$ cat config.mk
export PLATFORM = sky130hd
export DESIGN_NAME = barrier_scroller
export DESIGN_NICKNAME = d
export VERILOG_FILES = /design/src/rtl/barrier_scroller.sv
export SDC_FILE = /design/constraint.sdc
export NUM_CORES = 1
export LEC_CHECK = 0
export ABC_AREA = 1
export BUFFER_PORTS_ARGS = -buffer_cell sky130_fd_sc_hd__buf_2
export CAP_MARGIN = 20
export CORE_MARGIN = 2
export CORE_UTILIZATION = 50
export CTS_BUF_LIST = sky130_fd_sc_hd__clkbuf_8
export DETAILED_ROUTE_END_ITERATION = 7
export PLACE_DENSITY_LB_ADDON = 0.12
export SKIP_CTS_REPAIR_TIMING = 1
export SLEW_MARGIN = 20
export SYNTH_ARGS = -nofsm -noshare
export SYNTH_HDL_FRONTEND = slang
export SYNTH_SLANG_ARGS = --single-unit
$ cat constraint.sdc
create_clock -name clk -period 2.2 [get_ports clk]
set_input_delay 0.22 -clock clk [delete_from_list [all_inputs] [get_ports clk]]
set_output_delay 0.22 -clock clk [all_outputs]
set_load 0.01 [all_outputs]
$ cat src/rtl/barrier_scroller.sv
// Scrolling pipe barriers for the green plane of the 8x8 matrix.
// A pipe or an empty column enters at column 0 on each scroll step.
module barrier_scroller #(
    parameter int TICK_CYCLES = 25_000_000,
    parameter int GAP_HEIGHT  = 3,
    parameter int SPACING     = 4
) (
    input  logic            clk,
    input  logic            reset,
    input  logic            enable,
    input  logic            dead,
    output logic [7:0][7:0] green_array,
    output logic            pipe_passed
);

    localparam int TW = $clog2(TICK_CYCLES);
    localparam int SW = (SPACING > 1) ? $clog2(SPACING) : 1;
    localparam logic [TW-1:0] TICK_LAST  = TW'(TICK_CYCLES - 1);
    localparam logic [SW-1:0] SPAWN_LAST = SW'(SPACING - 1);
    localparam logic [2:0]    MAX_TOP    = 3'(8 - GAP_HEIGHT);
    localparam logic [7:0]    GAP_MASK   = 8'((1 << GAP_HEIGHT) - 1);

    logic [TW-1:0]   tick_cnt_q, tick_cnt_d;
    logic [SW-1:0]   spawn_cnt_q, spawn_cnt_d;
    logic [7:0]      lfsr_q, lfsr_d;
    logic [7:0][7:0] green_q, green_d;
    logic            pipe_passed_q, pipe_passed_d;

    logic       run;
    logic       step;
    logic       spawn_now;
    logic       col6_lit;
    logic [2:0] raw;
    logic [2:0] gap_top;
    logic [7:0] pipe_col;
    logic [7:0] new_col;

    always_comb begin
        run       = enable & ~dead;
        step      = run && (tick_cnt_q == TICK_LAST);
        spawn_now = (spawn_cnt_q == SPAWN_LAST);
        raw       = lfsr_q[2:0];
        // Fold out-of-range LFSR values back into the legal gap positions.
        gap_top   = (raw <= MAX_TOP) ? raw : (raw - (MAX_TOP + 3'd1));
        pipe_col  = ~(GAP_MASK << gap_top);
        new_col   = spawn_now ? pipe_col : 8'h00;

        col6_lit = 1'b0;
        for (int r = 0; r < 8; r++) begin
            col6_lit = col6_lit | green_q[r][6];
        end

        tick_cnt_d    = tick_cnt_q;
        spawn_cnt_d   = spawn_cnt_q;
        lfsr_d        = lfsr_q;
        green_d       = green_q;
        pipe_passed_d = 1'b0;

        if (run) begin
            tick_cnt_d = (tick_cnt_q == TICK_LAST) ? '0 : tick_cnt_q + 1'b1;
        end

        if (step) begin
            pipe_passed_d = col6_lit;
            for (int r = 0; r < 8; r++) begin
                green_d[r] = {green_q[r][6:0], new_col[r]};
            end
            if (spawn_now) begin
                spawn_cnt_d = '0;
                lfsr_d      = {lfsr_q[6:0], lfsr_q[7] ^ lfsr_q[5] ^ lfsr_q[4] ^ lfsr_q[3]};
            end else begin
                spawn_cnt_d = spawn_cnt_q + 1'b1;
            end
        end
    end

    always_ff @(posedge clk) begin
        if (!reset) begin
            tick_cnt_q    <= '0;
            spawn_cnt_q   <= SPAWN_LAST;
            lfsr_q        <= 8'h01;
            green_q       <= '0;
            pipe_passed_q <= 1'b0;
        end else begin
            tick_cnt_q    <= tick_cnt_d;
            spawn_cnt_q   <= spawn_cnt_d;
            lfsr_q        <= lfsr_d;
            green_q       <= green_d;
            pipe_passed_q <= pipe_passed_d;
        end
    end

    assign green_array = green_q;
    assign pipe_passed = pipe_passed_q;

endmodule

### Word level (Yosys, flattened, before mapping)

Cells that the tools add are included.

* register bits after elaboration: 100
* input bits: 4
* output and inout port bits: 65

* add/subtract/negate cells: 3
* magnitude comparators: 1
* equality and inequality tests: 2
* shift-type cells: 1
* multiplexer cells: 4
* bitwise logic cells: 13
* reduce and logical (&&, ||, !) cells: 3

Operator list (count)
* adder 25 x 1 -> 25 bit, second input constant: 1
* == test 25 bit, second input constant: 1
* 2-to-1 mux 25 bit: 1
* 2-to-1 mux 8 bit: 1
* NOT 8 bit: 1
* << shifter 3 x 3 -> 8 bit, first input constant: 1
* OR 1 bit: 7
* AND reduction 2 bit: 2
* less-or-equal comparator 3 bit, second input constant: 1
* 2-to-1 mux 3 bit: 1
* subtractor 3 bit, second input constant: 1
* XOR 1 bit: 3
* adder 2 x 1 -> 2 bit, second input constant: 1
* == test 2 bit, second input constant: 1
* 2-to-1 mux 2 bit: 1
* AND 1 bit: 1
* logical AND 1 bit: 1
* NOT 1 bit: 1

### Depth between registers and ports, before layout

* depth in word-level cells: 7
* depth in mapped cells: 12

### Worst setup path after synthesis

No wires, ideal clock.

* kind: register to register
* start point: reg tick_cnt_q[0]
* end point: reg green_q (netlist bit green_array[38])
* setup time: 0.112 ns
* data arrival time: 1.483 ns
* slack: 0.605 ns
* stages on the path, launching flop included: 13
* buffers on the path: 2
* cells stage by stage: dfxtp_1 -> ha_1 -> nand2_1 -> nor2_1 -> nand2_1 -> nor2_4 -> nand2_2 -> nand2_4 -> inv_2 -> buf_6 -> buf_6 -> nand2_1 -> nand2_1

* cells in the longest elaborated chain, start to end: 2

Ends and longest elaborated chain
* from (decl): line 23 `logic [TW-1:0] tick_cnt_q, tick_cnt_d;`
* from (signal assigned): line 85 `tick_cnt_q <= tick_cnt_d;`
* == test 25 bit: line 40 `step = run && (tick_cnt_q == TICK_LAST);`
* logical AND 1 bit: line 40
* to (signal assigned): line 88 `green_q <= green_d;`
* to (decl): line 26 `logic [7:0][7:0] green_q, green_d;`

Every way passes these cells.
A chain may end at the register's enable or synchronous reset.

### Worst setup path in the final report

* start point: reg tick_cnt_q[0]
* end point: reg tick_cnt_q[20]

* cells in the longest elaborated chain, start to end: 2
* elaborated cells between the ends (all ways): 3
* classes of those cells: add/sub: 1; eq/ne: 1; mux: 1

Ends and longest elaborated chain
* adder 25 x 1 -> 25 bit or == test 25 bit (tied branches): line 60 `tick_cnt_d = (tick_cnt_q == TICK_LAST) ? '0 : tick_cnt_q + 1'b1;`
* 2-to-1 mux 25 bit (*): line 60

Every way passes the cells marked *; elsewhere a longest branch is shown, timed or not.

==> impl_metrics.toml <==
[run_status]
status = "complete, no violations"

[placement]
place_congestion = 0.8378
place_hpwl_mm = 5.867
portBuffers = 68
place_inst = 759
dp_slack_ns = 0.3191

[floorplan]
pin_count = 69
fp.dieW_um = 94.86
dieArea_mm2 = 0.008998
core_mm2 = 0.008093
rows = 33
die_h_um = 94.86
start_util_pct = 51.00

[sta]
finalSetupTns_ns = 0
rsz0062_at_grt = "false"
skew_ns = 0.01174
timing.fmax_mhz = 516.7
drv_slew = 0
hold_slack_ns = 0.1801
fin_crit_sh_pct = 87.96
finalSetupViolCount = 0
min_period_ns = 1.935
fin_ws_ns = 0.2648
tightest_slew_ns = 0.3974
finalHoldViolCount = 0
slew_headroom_pct = 73.23

[global_routing]
grt_pass1_vias = 3154
track_usage_pct = 19.49
grt_pass1_wl_mm = 13.92
antenna_found_initial = 0
grt_overflow = 0
grt_max_degree = 59

[clock_network]
cts_num_sinks = 100
numCtsBuffers = 9
clk_pin_slew_worst_paths_ns = 0.10
cts_root_buffer = "clkbuf_8"
tritoncts = "done"
h-tree-depth = 3
clock_path_buffers = 2
clock_latency_ns = 0.36

[critical_path]
worst-path-max-fanout = 7
cp-start-kind = "flip-flop"
cpPeakStageDelay_ns = 0.42
end_kind = "flip-flop"
cp.required_ns = 2.46
cp.arrival_ns = 2.19
crit_type = "flip-flop to flip-flop"
slowest_stage = "dfxtp_1"
crit_family = "simple AND/OR/NAND/NOR gates"
crit_buf_inv = 0
path_cells = "ha_1 > nand3_1 > nor2_1 > nand3_1 > nor2_2 > nand2_1 > o21ai_0 > nor2_1"

[routing]
drt-initial-drc-count = 142
drc = 0
avgViaCountPerCell = 4.653
drt.antenna.violating_nets = 0
wl_per_cell_um = 10.56
drt_pass1_iterations = 4
wirelength_mm = 8.186
vias = 3606

[finish]
nNetsFinal = 673
area_growth_syn_to_layout_pct = 14.97
drive_gt1_share_pct = 15.07
fill_cells = 784
final_cells = 775
diodes = 0

[job]
drv_cap = 0

[pwr]
vdd_drop_max_uv = 409.8
p_per_area_mw_per_mm2 = 649.9
p_leak_nw = 2.458

[min_path]
min_path_type = "primary input to flip-flop"

[logic_synthesis]
syn_avg_cell_area_um2 = 6.914
netlist_instances = 597
syn_nets = 605
yosysUniqueCellTypes = 27
synth-seq-area-share_pct = 48.50
ys_seq_elements = 100
synthesis.area_mm2 = 0.004128
yosys_warnings = 0
[metal layers]
| metal | vias up | track usage, % | part of all wire [%] | wire, um |
|---|---|---|---|---|
| met2 | 70 | 30.38 | 45 | 3643 |
| met3 | 11 | 4.629 | 4.7 | 385 |
| met4 | 0 | 8.575 | 2.0 | 163 |
| li1 | 1943 | - | - | - |
| met5 | - | 0 | 0 | 0 |
| met1 | 1582 | 25.71 | 49 | 3994 |
[cells in the mapped netlist]
master | number | area [um2]
a21boi_1 | 1 | 7.510
a21oi_1 | 4 | 20.02
buf_2 | 5 | 25.02
buf_4 | 1 | 7.510
buf_6 | 6 | 67.56
clkbuf_1 | 4 | 15.01
clkinv_1 | 1 | 3.750
dfxtp_1 | 100 | 2002
ha_1 | 4 | 50.05
inv_1 | 49 | 183.9
inv_2 | 2 | 7.510
nand2_1 | 282 | 1059
nand2_2 | 2 | 12.51
nand2_4 | 1 | 11.26
nand3_1 | 17 | 85.08
nand3_2 | 1 | 10.01
nand4_1 | 10 | 62.56
nor2_1 | 76 | 285.3
nor2_2 | 4 | 25.02
nor2_4 | 1 | 11.26
nor3_1 | 4 | 20.02
nor3b_1 | 2 | 15.01
nor4_1 | 2 | 12.51
o21ai_0 | 7 | 35.03
or2_2 | 1 | 6.260
xnor2_1 | 2 | 17.52
xor2_1 | 8 | 70.07
[per-stage QoR]
step | power [mW] | utilization, % | cell area [um2]
floorplan | 1.904 | - | 4128
global placement | 1.911 | 56.09 | 4539
detailed placement | 1.912 | 56.09 | 4539
CTS | 3.119 | 58.64 | 4746
global route | 3.202 | 58.64 | 4746
finish | 3.084 | 58.64 | 4746
[cells by family (layout without fill, tap and decap cells)]
| group | Yosys count | after routing | synth area share [%] |
|---|---|---|---|
| buffers and inverters | 68 | 141 | 7.517 |
| xor gates and xnor gates | 10 | 10 | 2.122 |
| DFF | 100 | 100 | 48.50 |
| AOI/OAI and AO/OA | 12 | 12 | 1.516 |
| and+or+nand+nor | 403 | 403 | 39.13 |
| adders and majority gates | 4 | 4 | 1.213 |
[path summary, 6_finish.rpt]
path	startpoint	endpoint	slack [ns]	cells past startpoint
setup / recovery	tick_cnt_q[0]	tick_cnt_q[20]	0.26	8
hold reg to reg	green_array[47]	green_array[47]	0.45	2
hold / removal	reset	lfsr_q[2]	0.18	3
setup reg to reg	tick_cnt_q[0]	tick_cnt_q[20]	0.26	8
[report_power, final]
part	leakage (nW)	switching [mW]	total (mW)	internal, mW
Combinational	1.55	0.0401	0.0542	0.0141
Clock	0.104	0.668	1.21	0.546
Sequential	0.805	0.00419	1.82	1.81
Total	2.46	0.712	3.08	2.37
[final cells by class]
type	instances	area, um2	area share, %
timing repair buffer	73	390.4	8.226
clock buffer	9	123.9	2.610
inverter	52	195.2	4.113
tap	105	131.4	2.768
sequential	100	2002	42.18
clock inverter	7	82.58	1.740
multi-input combinational	429	1821	38.36
[flip-flops by register name, summed over array words and instances, names as in the netlist]
name	flops
green_array	64
tick_cnt_q	25
spawn_cnt_q	2
pipe_passed	1
lfsr_q	8
[cell usage in the layout (no fill, tap or decap)]
cell type	n
dfxtp_1	100
o21ai_0	7
inv_2	2
clkinv_1	1
nor3_1	4
nand3_2	1
nor2_1	76
clkbuf_8	9
nand4_1	10
or2_2	1
nand3_1	17
inv_8	2
ha_1	4
nor2_2	3
buf_4	4
xor2_1	8
a21oi_1	4
nor3b_1	2
buf_12	1
clkinv_4	1
clkinv_2	1
a21boi_1	1
bufinv_16	1
xnor2_1	2
inv_6	1
clkinvlp_4	1
nor4_1	2
nand2_2	2
buf_2	68
nand2_4	1
nand2_1	282
nor2_4	2
inv_1	49
[worst min-delay path, stage by stage]
cell and delay, ns:
buf_2 0.17, nand2_1 0.08, nor2_1 0.03
(Power assumes the default switching activity.)
